## src/rtl/hamming_rx_ctrl.sv

```systemverilog
// Receive sequencer for the serial Hamming(7,4) link: start-bit detection, mid-bit
// sampling of seven code bits, decoder hand-off, nibble pairing and byte output.
module hamming_rx_ctrl #(
  parameter int CLKS_PER_BIT = 16,
  parameter int DEC_TIMEOUT  = 8
) (
  input  logic       clk,
  input  logic       rst_n,
  input  logic       ena,
  input  logic       rx_in,
  output logic       bit_out,
  output logic       bit_stb,
  input  logic       dec_valid,
  input  logic [3:0] dec_nibble,
  output logic [7:0] byte_data,
  output logic       byte_valid,
  input  logic       byte_ready,
  output logic       frame_err,
  output logic       overrun
);

  localparam logic [7:0]  BIT_LAST  = 8'(CLKS_PER_BIT - 1);
  localparam logic [7:0]  HALF_LAST = 8'(CLKS_PER_BIT / 2 - 1);
  localparam logic [15:0] TMO_LAST  = 16'(DEC_TIMEOUT - 1);

  typedef enum logic [2:0] {
    S_IDLE,
    S_START,
    S_DATA,
    S_STOP,
    S_WAIT_DEC
  } state_t;

  state_t      state, state_n;
  logic [7:0]  cnt, cnt_n;
  logic [2:0]  idx, idx_n;
  logic [15:0] tmo, tmo_n;
  logic        good, good_n;
  logic        rx_p0, rx_s;
  logic        stb_n, bit_n, ferr_n, cap;
  logic        half;
  logic [3:0]  low;
  logic        done;

  // Next-state and per-cycle control; every decision uses the synchronised line only.
  always_comb begin
    state_n = state;
    cnt_n   = cnt;
    idx_n   = idx;
    tmo_n   = tmo;
    good_n  = good;
    stb_n   = 1'b0;
    bit_n   = bit_out;
    ferr_n  = 1'b0;
    cap     = 1'b0;
    case (state)
      S_IDLE: begin
        cnt_n = 8'd0;
        if (!rx_s) state_n = S_START;
      end
      S_START: begin
        if (cnt == HALF_LAST) begin
          cnt_n   = 8'd0;
          idx_n   = 3'd0;
          state_n = rx_s ? S_IDLE : S_DATA;
        end else begin
          cnt_n = cnt + 8'd1;
        end
      end
      S_DATA: begin
        if (cnt == BIT_LAST) begin
          cnt_n = 8'd0;
          stb_n = 1'b1;
          bit_n = rx_s;
          if (idx == 3'd6) state_n = S_STOP;
          else             idx_n   = idx + 3'd1;
        end else begin
          cnt_n = cnt + 8'd1;
        end
      end
      S_STOP: begin
        if (cnt == BIT_LAST) begin
          cnt_n   = 8'd0;
          tmo_n   = 16'd0;
          good_n  = rx_s;
          ferr_n  = !rx_s;
          state_n = S_WAIT_DEC;
        end else begin
          cnt_n = cnt + 8'd1;
        end
      end
      S_WAIT_DEC: begin
        // A late dec_valid on the timeout cycle still wins.
        if (dec_valid) begin
          cap     = good;
          state_n = S_IDLE;
        end else if (tmo == TMO_LAST) begin
          ferr_n  = good;
          state_n = S_IDLE;
        end else begin
          tmo_n = tmo + 16'd1;
        end
      end
      default: state_n = S_IDLE;
    endcase
  end

  assign done = cap & half;

  // Stage p0/p1: line synchroniser, then FSM registers.
  always_ff @(posedge clk) begin
    if (!rst_n) begin
      rx_p0 <= 1'b1;
      rx_s  <= 1'b1;
      state <= S_IDLE;
      cnt   <= 8'd0;
      idx   <= 3'd0;
      tmo   <= 16'd0;
      good  <= 1'b0;
    end else if (ena) begin
      rx_p0 <= rx_in;
      rx_s  <= rx_p0;
      state <= state_n;
      cnt   <= cnt_n;
      idx   <= idx_n;
      tmo   <= tmo_n;
      good  <= good_n;
    end
  end

  // Stage p2: registered strobes, nibble pairing and the byte output register.
  always_ff @(posedge clk) begin
    if (!rst_n) begin
      bit_out    <= 1'b0;
      bit_stb    <= 1'b0;
      frame_err  <= 1'b0;
      overrun    <= 1'b0;
      byte_data  <= 8'd0;
      byte_valid <= 1'b0;
      half       <= 1'b0;
      low        <= 4'd0;
    end else if (ena) begin
      bit_out   <= bit_n;
      bit_stb   <= stb_n;
      frame_err <= ferr_n;
      overrun   <= 1'b0;
      if (ferr_n) begin
        half <= 1'b0;
      end else if (cap) begin
        if (!half) begin
          low  <= dec_nibble;
          half <= 1'b1;
        end else begin
          half <= 1'b0;
        end
      end
      if (done) begin
        if (byte_valid && !byte_ready) begin
          overrun <= 1'b1;
        end else begin
          byte_data  <= {dec_nibble, low};
          byte_valid <= 1'b1;
        end
      end else if (byte_valid && byte_ready) begin
        byte_valid <= 1'b0;
      end
    end else begin
      bit_stb   <= 1'b0;
      frame_err <= 1'b0;
      overrun   <= 1'b0;
    end
  end

endmodule

```

## config.mk

```make
export PLATFORM = sky130hd
export DESIGN_NAME = hamming_rx_ctrl
export DESIGN_NICKNAME = d
export VERILOG_FILES = /design/src/rtl/hamming_rx_ctrl.sv
export SDC_FILE = /design/constraint.sdc
export NUM_CORES = 1
export LEC_CHECK = 0
export CORE_ASPECT_RATIO = 0.7
export CORE_MARGIN = 2
export CORE_UTILIZATION = 50
export DETAILED_ROUTE_END_ITERATION = 6
export DONT_BUFFER_PORTS = 1
export GPL_TIMING_DRIVEN = 0
export HOLD_SLACK_MARGIN = 0.08
export PLACE_DENSITY = 0.65
export SYNTH_ARGS = -nofsm -noshare
export SYNTH_HDL_FRONTEND = slang
export SYNTH_SLANG_ARGS = --single-unit
```

## constraint.sdc

```tcl
create_clock -name clk -period 5.5 [get_ports clk]
set_input_delay 1.1 -clock clk [delete_from_list [all_inputs] [get_ports clk]]
set_output_delay 1.1 -clock clk [all_outputs]
set_load 0.05 [all_outputs]
```

# Word level (Yosys, flattened, before mapping)
# Index checks and enable logic that the tools add are counted.
# W data, S select, Z words.
# classes
addsub	3
eq_ne	18
n_mux	34
n_bitwise	4
n_reduce_logical	24
# op_table
operator	n
$mux W16	3
$pmux W16 S2	1
$mux W3	10
$pmux W8 S3	1
$ne A2 B2 Y1 const B	9
$reduce_and A3 Y1	6
$add A16 B1 Y16 const B	1
$eq A16 B3 Y1 const B	1
$mux W8	2
$pmux W3 S5	1
$mux W1	13
$reduce_and A5 Y1	2
$add A8 B1 Y8 const B	1
$eq A8 B3 Y1 const B	1
$eq A8 B4 Y1 const B	1
$reduce_bool A2 Y1	4
$reduce_and A7 Y1	1
$eq A3 B2 Y1 const B	2
$eq A3 B3 Y1 const B	2
$pmux W3 S2	1
$reduce_and A2 Y1	3
$reduce_and A4 Y1	1
$add A3 B1 Y3 const B	1
$eq A3 B1 Y1 const B	1
10 further kinds	14
# word_totals
regBits	51
in_bits	10
elab_cells	98

# Depth between registers and ports, before layout
# Gate-level depths: netlist of run 1.
# depth
ltp_word	6
depth_mapped	8

# Worst setup path before layout of run 1
# Ideal clock, no wire load.
# synth_timing
path_kind	input-to-reg
startpoint	input dec_valid
endpoint	register tmo[15]
setup_ns	0.071
arrival_time_ns	2.314
setup_slack_ns	3.115
cell_stages	4
path_cell_list	or4b_4 a21o_1 or4_1 a21oi_1
# synth_via
elab_chain_cells	2
# synth_lines
element	line_no	rtl
start, declared	13	input logic dec_valid,
$ne A2 B2 Y1 (no line)	n/a	
$reduce_and A5 Y1 (no line)	n/a	
end signal, assigned	126	tmo <= tmo_n;
end, declared	37	logic [15:0] tmo, tmo_n;
# Every way passes these cells.
# A chain may end at the register's enable or synchronous reset.

# Worst setup path in the final report of run 1
# layout_timing
startpoint	input ena
endpoint	register cnt[7]
# layout_via
elab_chain_cells	1
# layout_lines
element	line_no	rtl
start, declared	9	input logic ena,
$reduce_and A2 Y1 (no line)	n/a	
end signal, assigned	124	cnt <= cnt_n;
end, declared	35	logic [7:0] cnt, cnt_n;
# Every way passes these cells.

==> flow_summary_export.csv, run 1 <==
group,metric,value,unit
hold_path,hold_end,"rx_p0$_SDFFE_PN1P_",
sta,setup_violations,0,
power,leakage,0.9398,nW
finish,utilization,55.83,%
clock_network,clk_path_buf_depth,2,
power,finalPower,672.4,uW
clock_network,h-tree-depth,2,
clock_network,postCtsSetupBuffers,0,
logic_synthesis,ys.flop_type,"dfxtp_1",
power,powerDensity,253.2,nW/um2
sta,slew_headroom,60.28,%
logic_synthesis,yosysSeqAreaShare,41.57,%
worst_setup_path,cp-start-kind,"primary input",
worst_setup_path,path_max_fanout,10,
worst_setup_path,crit_required,5.74,ns
finish,final_common_cell,"dfxtp_1",
worst_setup_path,r2r_end,"state[2]$_SDFFE_PN0P_",
finish,syn2layout_area_growth,8.100,%
worst_setup_path,end_kind,"register",
sta,rsz0062_at_grt,"false",
logic_synthesis,synth_top_area_cell,"dfxtp_1",
logic_synthesis,synth_cell_types,50,
worst_setup_path,critPathMaxStageDelay,0.41,ns
drt,drc_errors,0,
logic_synthesis,yosysWarnings,0,
worst_setup_path,critPathTopFamily,"simple AND/OR/NAND/NOR gates",
clock_network,root_buffer,"clkbuf_8",
logic_synthesis,async_flop_share,0,%
finish,design_area,2655,um2
drt,via_count,2037,
logic_synthesis,syn_avg_cell_area,8.964,um2
die,core_area,4756,um2
finish,layout.cells.non_filler,351,
global_routing,grt_max_degree,17,
run_status,status,"completed",
sta,finalHoldViolCount,0,
finish,final_cell_mix,"dfxtp_1 (51), nor2_1 (31), nand2_1 (25)",
sta,finalSetupTns,0,ns
die,fp.dieH,62.64,um
job,drv_cap,0,
place,place_area,2542,um2
logic_synthesis,synth_top_area_share,41.57,%
place,portBuffers,0,
logic_synthesis,synth_area_leaders,"dfxtp_1 (42%), mux2i_1 (7.3%), nor2_1 (4.7%)",
global_routing,grt_overflow,0,
logic_synthesis,synth-seq-cells,51,
sta,timing.hold.ws,0.4804,ns
global_routing,grt_pass1_vias,1805,
finish,diodes,0,
clock_network,clk_latency,0.32,ns
logic_synthesis,synth_fp_nets,288,
die,ios,23,
worst_setup_path,worstPathCellList,"buf_2 -> nor2b_1 -> nand4_1 -> or3_1 -> a21oi_1",
die,dieArea,5498,um2
sta,fin_crit,2.290,ns
die,die_x,87.77,um
drt,wl_per_cell,14.83,um
finish,final_layout_size_suffix_gt1_share,7.801,%
logic_synthesis,syn-cell-area,2456,um2
clock_network,cts_resized,0,
power,ir_drop,0.1320,mV
clock_network,clkSinkCount,51,
clock_network,path_clk_slew,0.09,ns
logic_synthesis,synthCells,274,
place,gp_congestion,0.7942,
drt,viasPerCell,5.803,
place,pre_cts_slack,2.913,ns
sta,finalCritPeriodShare,41.63,%
drt,drtPass1Iterations,4,
finish,nFillCells,447,
sta,skew,0.01192,ns
worst_setup_path,worstPathArrival,2.53,ns
finish,nets,295,
global_routing,antenna_found_initial,0,
worst_setup_path,path_buf_inv,1,
sta,finalMaxSlewViolations,0,
global_routing,grt_pass1_wl,8.687,mm
die,start_util,51.64,%
sta,setup_ws,3.210,ns
worst_setup_path,r2r_cells,7,
logic_synthesis,synth_edf_count,0,
worst_setup_path,slowest_stage,"or3_1",
hold_path,worstHoldPathCells,2,
die,rows,21,
place,dp_hpwl,3.670,mm
sta,worstMarginPinSlew,0.5959,ns
worst_setup_path,rrSetupSlack,3.34,ns
sta,fmax,0.4368,GHz
clock_network,cts_buffers,5,
worst_setup_path,worstReg2RegStart,"cnt[0]$_SDFFE_PN0P_",
global_routing,grt.total_usage,20.14,%
drt,dr.first_iter.drc_count,131,
hold_path,hold_path.class,"reg -> reg",
clock_network,cts_tree,"done",
drt,final_antenna_net_count,0,
drt,wl,5.206,mm
place,dp.cells,343,
hold_path,min-delay-start,"rx_p0$_SDFFE_PN1P_",
worst_setup_path,path_class,"in -> reg",
clock_network,cts_hold_buf,0,
[per-layer routing]
layer	up-vias	routed length (um)	GRT usage (%)
li1	1014	-	-
met5	-	0	0
met1	959	2738	31.77
met4	0	72	6.731
met3	9	250	3.963
met2	55	2145	26.89
[tightest hold or removal path: stages, from the launching register on]
cell and delay [ns]:
dfxtp_1 0.34, mux2i_1 0.06, nand2_1 0.06
[layout make-up]
class                           count  area, um2  share of cell area [%]
Buffer                             12      50.05                   1.885
Multi-Input combinational cell    207       1370                   51.60
Tap cell                           69      86.33                   3.252
Clock buffer                        5      68.82                   2.592
Sequential cell                    51       1021                   38.45
Clock inverter                      3      43.79                   1.649
Inverter                            4      15.01                  0.5655
[state kept, by name (all words and copies together), names as in the netlist, 3 cells and up]
signal and flops:
tmo 16, cnt 8, idx 3, state 3, byte_data 8, low 4
[cells in the mapped netlist, types with 2 or more instances]
library cell,n
a211oi_1,2
a21boi_0,3
a21o_1,2
a21oi_1,14
a31oi_1,4
and2_1,4
and3_1,5
and4_1,3
buf_2,4
clkbuf_1,7
dfxtp_1,51
ha_1,4
inv_1,4
mux2_2,2
mux2i_1,18
nand2_1,25
nand2b_1,2
nand3_1,9
nand4_1,11
nor2_1,31
nor2b_1,5
nor3_1,4
nor4_1,2
nor4b_1,4
o211ai_1,2
o21ai_0,10
o31ai_1,2
or3_1,6
or4_1,4
xnor2_1,5
xor2_1,6
[worst max-delay path by stage]
stage,from,endpoint,slack [ns],cells after the start
floorplan,dec_valid,tmo[15]$_SDFFE_PN0P_,3.12,4
finish,ena,cnt[7]$_SDFFE_PN0P_,3.21,5
global placement,ena,cnt[7]$_SDFFE_PN0P_,2.91,5
global route,ena,cnt[7]$_SDFFE_PN0P_,3.01,5
detailed placement,ena,cnt[7]$_SDFFE_PN0P_,2.91,5
CTS,ena,cnt[7]$_SDFFE_PN0P_,3.23,5
[report_power, final]
| group | leakage [nW] | internal [mW] | switching [mW] | total [mW] |
|---|---|---|---|---|
| clock | 0.0581 | 0.136 | 0.130 | 0.265 |
| combinational | 0.471 | 0.00995 | 0.0244 | 0.0344 |
| sequential | 0.411 | 0.371 | 0.00155 | 0.373 |
| total | 0.940 | 0.517 | 0.156 | 0.672 |
[cell families (layout without fill, tap and decap cells)]
| kind of cell | Yosys count | count (layout) | synth area share, % |
|---|---|---|---|
| AO/OA/AOI/OAI | 46 | 46 | 11.77 |
| XOR/XNOR | 11 | 11 | 3.922 |
| adder cells (fa/ha/maj) | 4 | 4 | 2.038 |
| buffers and inverters | 16 | 24 | 2.649 |
| flip-flops | 51 | 51 | 41.57 |
| multiplexers | 20 | 20 | 8.252 |
| AND/OR/NAND/NOR | 126 | 126 | 29.80 |
Power figures use the tool's default switching activity.
==> inputs of run 2 (changes only) <==
--- a/config.mk
+++ b/config.mk
@@ -12,7 +12,7 @@
 export DONT_BUFFER_PORTS = 1
 export GPL_TIMING_DRIVEN = 0
 export HOLD_SLACK_MARGIN = 0.08
-export PLACE_DENSITY = 0.65
+export PLACE_DENSITY = 0.68
 export SYNTH_ARGS = -nofsm -noshare
 export SYNTH_HDL_FRONTEND = slang
 export SYNTH_SLANG_ARGS = --single-unit
==> constraint.sdc (replaced) <==
create_clock -name clk -period 2.1 [get_ports clk]
set_input_delay 0.42 -clock clk [delete_from_list [all_inputs] [get_ports clk]]
set_output_delay 0.42 -clock clk [all_outputs]
set_load 0.05 [all_outputs]
==> run 2 against run 1 <==
  * Register-to-register slack got worse by 3.2 ns
  * Clock power rose to 2.7 times the previous value
  * Design area rose by 0.61%
  * Sequential cell count did not move
  * Count of clock-buffer cells in the layout did not move
  * Global-route usage fell by 0.29 points
  * Total power rose to 2.6 times the previous value
  * Non-clock buffer count fell by 1
  * Hold slack got worse by 0.24 ns
  * Critical path type is now reg -> reg
  * Critical endpoint is now tmo[15]$_SDFFE_PN0P_
==> flow_summary_export.csv, run 2 (synthesis results as in run 1) <==
group,metric,value,unit
clock_network,postCtsSetupBuffers,0,
finish,layout.cells.non_filler,350,
worst_setup_path,worstReg2RegStart,"cnt[4]$_SDFFE_PN0P_",
clock_network,clkSinkCount,51,
worst_setup_path,crit_required,2.34,ns
die,rows,21,
die,dieArea,5498,um2
global_routing,grt_pass1_wl,8.700,mm
hold_path,worstHoldPathCells,2,
worst_setup_path,critPathMaxStageDelay,0.47,ns
place,place_area,2542,um2
clock_network,root_buffer,"clkbuf_8",
hold_path,hold_path.class,"in -> reg",
sta,rsz0062_at_grt,"false",
clock_network,clk_path_buf_depth,2,
place,portBuffers,0,
die,core_area,4756,um2
job,drv_cap,0,
die,die_x,87.77,um
place,gp_congestion,0.8592,
drt,drc_errors,0,
clock_network,cts_buffers,5,
power,clock_power_share,39.7,%
power,powerDensity,664.3,nW/um2
worst_setup_path,path_class,"reg -> reg",
global_routing,grt_overflow,0,
die,ios,23,
sta,setup_violations,0,
sta,timing.hold.ws,0.2405,ns
finish,syn2layout_area_growth,8.762,%
worst_setup_path,path_max_fanout,9,
sta,skew,0.01540,ns
worst_setup_path,worstPathArrival,2.19,ns
finish,largestRegisters,"tmo x16, byte_data x8, cnt x8",
drt,dr.first_iter.drc_count,118,
global_routing,grt.total_usage,19.85,%
drt,wl_per_cell,14.47,um
worst_setup_path,worstPathCellList,"nor4_4 -> nand4_4 -> a21o_1 -> or4_1 -> a21oi_1",
sta,fmax,0.5129,GHz
drt,final_antenna_net_count,0,
die,fp.dieH,62.64,um
worst_setup_path,rrSetupSlack,0.15,ns
worst_setup_path,cp-start-kind,"register",
power,leakage,0.9404,nW
finish,final_cell_mix,"dfxtp_1 (51), nor2_1 (30), nand2_1 (24)",
global_routing,grt_pass1_vias,1814,
finish,regMostFlops,"tmo",
finish,utilization,56.17,%
place,dp_hpwl,3.660,mm
sta,slew_headroom,59.32,%
clock_network,cts_tree,"done",
sta,finalMaxSlewViolations,0,
finish,nFillCells,459,
worst_setup_path,r2r_cells,5,
place,pre_cts_slack,-0.02378,ns
worst_setup_path,r2r_end,"tmo[15]$_SDFFE_PN0P_",
power,ir_drop,0.3212,mV
worst_setup_path,end_kind,"register",
power,p_int,1.359,mW
finish,largest_reg_flops,16,
clock_network,clk_latency,0.31,ns
power,swShare,23.40,%
finish,final_layout_size_suffix_gt1_share,9.609,%
place,dp.cells,343,
clock_network,h-tree-depth,2,
clock_network,path_clk_slew,0.10,ns
drt,via_count,1948,
worst_setup_path,slowest_stage,"nor4_4",
hold_path,hold_end,"rx_p0$_SDFFE_PN1P_",
finish,diodes,0,
power,finalPower,1.774,mW
power,power_frac_comb,5.2,%
sta,finalHoldViolCount,0,
power,p_seq_share,55.0,%
power,p_sw,415.3,uW
global_routing,grt_max_degree,18,
drt,drtPass1Iterations,4,
die,start_util,51.64,%
run_status,status,"completed",
sta,worstMarginPinSlew,0.6102,ns
sta,finalCritPeriodShare,92.85,%
finish,design_area,2671,um2
sta,finalSetupTns,0,ns
drt,wl,5.064,mm
hold_path,min-delay-start,"rx_in",
drt,viasPerCell,5.566,
finish,final_common_cell,"dfxtp_1",
global_routing,antenna_found_initial,0,
sta,setup_ws,0.1502,ns
sta,fin_crit,1.950,ns
finish,nets,294,
run 2: power groups by stage:
stage                     sequential, mW  clock [mW]  combinational (mW)
after floorplan                    0.998           0              0.0667
after global routing               0.978       0.760               0.103
after CTS                          0.977       0.723              0.0900
final                              0.977       0.705              0.0926
after detailed placement           0.999           0              0.0886
after global placement             0.999           0              0.0872
run 2: worst max-delay path by stage:
stage / cells past startpoint / start / end / slack (ns)
6_report: 5 / cnt[4]$_SDFFE_PN0P_ / tmo[15]$_SDFFE_PN0P_ / 0.15
5_1_grt: 6 / tmo[0]$_SDFFE_PN0P_ / tmo[0]$_SDFFE_PN0P_ / 0.005
3_5_place_dp: 7 / cnt[0]$_SDFFE_PN0P_ / state[2]$_SDFFE_PN0P_ / -0.02
4_1_cts: 7 / cnt[0]$_SDFFE_PN0P_ / tmo[15]$_SDFFE_PN0P_ / 0.002
2_1_floorplan: 7 / cnt[0]$_SDFFE_PN0P_ / tmo[15]$_SDFFE_PN0P_ / 0.26
3_3_place_gp: 7 / cnt[0]$_SDFFE_PN0P_ / state[2]$_SDFFE_PN0P_ / 0.002
run 2: timing repair:
item	in CTS	in global routing
gates cloned	0	0
pin swaps	0	1
resized for setup	1	6
hold endpoints to repair	0	0
setup endpoints to repair	3	25
hold buffers	0	0
run 2: layer usage:
| layer | up-vias | GRT usage, % | wire length (um) |
|---|---|---|---|
| met5 | - | 0 | 0 |
| met4 | 0 | 5.769 | 60 |
| met3 | 7 | 3.963 | 150 |
| met2 | 23 | 26.99 | 2034 |
| met1 | 906 | 31.24 | 2818 |
| li1 | 1012 | - | - |
run 2: cell type report:
type | count | area [um2] | share of cell area [%]
inverter | 4 | 15.01 | 0.5621
tap | 69 | 86.33 | 3.232
clock buffer | 5 | 68.82 | 2.576
clock inverter | 3 | 46.29 | 1.733
multi-input combinational | 207 | 1386 | 51.90
sequential | 51 | 1021 | 38.22
buffer | 11 | 47.55 | 1.780
run 2: worst max-delay path, delay by kind of cell (launching register included):
kind	cells	cell delay, ns
AND/OR/NAND/NOR	3	1.10
AO/OA/AOI/OAI	2	0.41
flip-flops	1	0.38
==> inputs of run 3 (changes only) <==
--- a/config.mk
+++ b/config.mk
@@ -11,8 +11,7 @@
 export DETAILED_ROUTE_END_ITERATION = 6
 export DONT_BUFFER_PORTS = 1
 export GPL_TIMING_DRIVEN = 0
-export HOLD_SLACK_MARGIN = 0.08
-export PLACE_DENSITY = 0.68
+export PLACE_DENSITY = 0.65
 export SYNTH_ARGS = -nofsm -noshare
 export SYNTH_HDL_FRONTEND = slang
 export SYNTH_SLANG_ARGS = --single-unit
==> constraint.sdc (replaced) <==
create_clock -name clk -period 1.97 [get_ports clk]
set_input_delay 0.394 -clock clk [delete_from_list [all_inputs] [get_ports clk]]
set_output_delay 0.394 -clock clk [all_outputs]
set_load 0.05 [all_outputs]
==> run 3 against run 2 <==
  * Sequential share of layout area down 0.77 points
  * Via count rose by 4.5%
  * Critical path type unchanged
  * Clock skew down 0.0052 ns
  * Wire length increased by 5.5%
  * Total power increased by 6.0%
  * Count of clock-buffer cells in the layout unchanged
  * Utilization up 1.2 points
  * Global-route usage up 0.43 points
  * First-iteration DRC count up 6.8%
  * Non-clock buffer count rose by 4
==> flow_summary_export.csv, run 3 (synthesis results as in run 1) <==
group,metric,value,unit
run_status,status,"completed",
drt,final_antenna_net_count,0,
clock_network,clk_path_buf_depth,2,
place,dp_hpwl,3.670,mm
worst_setup_path,cp-start-kind,"register",
worst_setup_path,worstPathArrival,2.14,ns
finish,final_layout_size_suffix_gt1_share,12.28,%
drt,drtPass1Iterations,4,
place,portBuffers,0,
drt,drc_errors,0,
hold_path,hold_path.class,"in -> reg",
global_routing,grt_pass1_vias,1814,
sta,slew_headroom,58.68,%
global_routing,grt_overflow,0,
drt,dr.first_iter.drc_count,126,
die,fp.dieH,62.64,um
sta,fin_crit,1.896,ns
die,core_area,4756,um2
finish,final_cell_mix,"dfxtp_1 (51), nor2_1 (30), nand2_1 (24)",
die,dieArea,5498,um2
sta,skew,0.01017,ns
global_routing,antenna_found_initial,0,
sta,timing.hold.ws,0.2090,ns
worst_setup_path,end_kind,"register",
finish,nFillCells,444,
sta,finalHoldViolCount,0,
clock_network,cts_tree,"done",
sta,worstMarginPinSlew,0.6199,ns
finish,largestRegisters,"tmo x16, byte_data x8, cnt x8",
clock_network,path_clk_slew,0.10,ns
sta,finalMaxSlewViolations,0,
place,gp_congestion,0.7942,
worst_setup_path,path_class,"reg -> reg",
finish,syn2layout_area_growth,11.00,%
global_routing,grt_pass1_wl,8.735,mm
worst_setup_path,rrSetupSlack,0.07,ns
die,die_x,87.77,um
power,leakage,0.9647,nW
die,rows,21,
sta,finalSetupTns,0,ns
place,dp.cells,343,
power,ir_drop,0.3669,mV
die,start_util,51.64,%
worst_setup_path,path_max_fanout,10,
finish,nets,298,
power,powerDensity,689.8,nW/um2
finish,largest_reg_flops,16,
sta,fmax,0.5273,GHz
clock_network,cts_hold_buf,0,
global_routing,grt.total_usage,20.28,%
sta,finalCritPeriodShare,96.26,%
die,ios,23,
finish,final_common_cell,"dfxtp_1",
clock_network,cts_buffers,5,
clock_network,clkSinkCount,51,
drt,wl,5.343,mm
clock_network,root_buffer,"clkbuf_8",
sta,setup_violations,0,
drt,viasPerCell,5.751,
worst_setup_path,crit_required,2.21,ns
global_routing,grt_max_degree,17,
clock_network,clk_latency,0.31,ns
drt,via_count,2036,
finish,layout.cells.non_filler,354,
clock_network,h-tree-depth,2,
drt,wl_per_cell,15.09,um
job,drv_cap,0,
finish,regMostFlops,"tmo",
finish,diodes,0,
-- run 3: worst paths after layout --
kind	from	to	cells past startpoint
max	state[0]$_SDFFE_PN0P_	tmo[15]$_SDFFE_PN0P_	5
min	rx_in	rx_p0$_SDFFE_PN1P_	2
max reg2reg	state[0]$_SDFFE_PN0P_	tmo[15]$_SDFFE_PN0P_	5
min reg2reg	rx_p0$_SDFFE_PN1P_	rx_p0$_SDFFE_PN1P_	2
-- run 3: critical path, stage by stage, from the launching register on --
cell and delay [ns]:
dfxtp_1 0.31, buf_4 0.17, or4b_4 0.55, a21o_1 0.23, or4_1 0.43, a21oi_2 0.14
-- run 3: layout make-up --
| cell class | count | area [um2] | share of cell area [%] |
|---|---|---|---|
| well taps | 69 | 86.33 | 3.167 |
| flip-flops and latches | 51 | 1021 | 37.45 |
| inverters | 4 | 15.01 | 0.5507 |
| clock buffers | 5 | 68.82 | 2.524 |
| plain buffers | 11 | 52.55 | 1.927 |
| repair buffers | 4 | 30.03 | 1.101 |
| clock inverters | 3 | 43.79 | 1.606 |
| multi-input cells | 207 | 1409 | 51.68 |
-- run 3: metrics by stage --
step | total power, mW | setup WS, ns | util (%) | cell area (um2)
final | 1.881 | 0.07368 | 57.33 | 2726
after floorplan | 1.135 | 0.1288 | - | 2456
after global routing | 1.956 | -0.01579 | 57.33 | 2726
after CTS | 1.894 | 0.02159 | 56.14 | 2670
after detailed placement | 1.160 | -0.1306 | 53.46 | 2542
after global placement | 1.159 | -0.1151 | 53.46 | 2542
-- run 3: per-layer routing --
layer / vias to the layer above / part of all wire (%) / global-route usage, %
li1: 1019 / - / -
met1: 958 / 53 / 31.93
met2: 50 / 42 / 27.18
met3: 9 / 3.5 / 3.963
met4: 0 / 1.5 / 6.731
met5: - / 0 / 0
-- run 3: power breakdown --
group	internal, mW	total, mW	leakage [nW]	switching, mW
combinational	0.0312	0.103	0.495	0.0714
sequential	1.04	1.04	0.411	0.00450
clock	0.378	0.737	0.0581	0.358
-- run 3: repair_timing --
item                       CTS  global route
pin swaps                    2             5
gates cloned                 0             0
setup endpoints to repair   19            28
buffers inserted             1             3
hold endpoints to repair     0             0
resized for setup            3            14
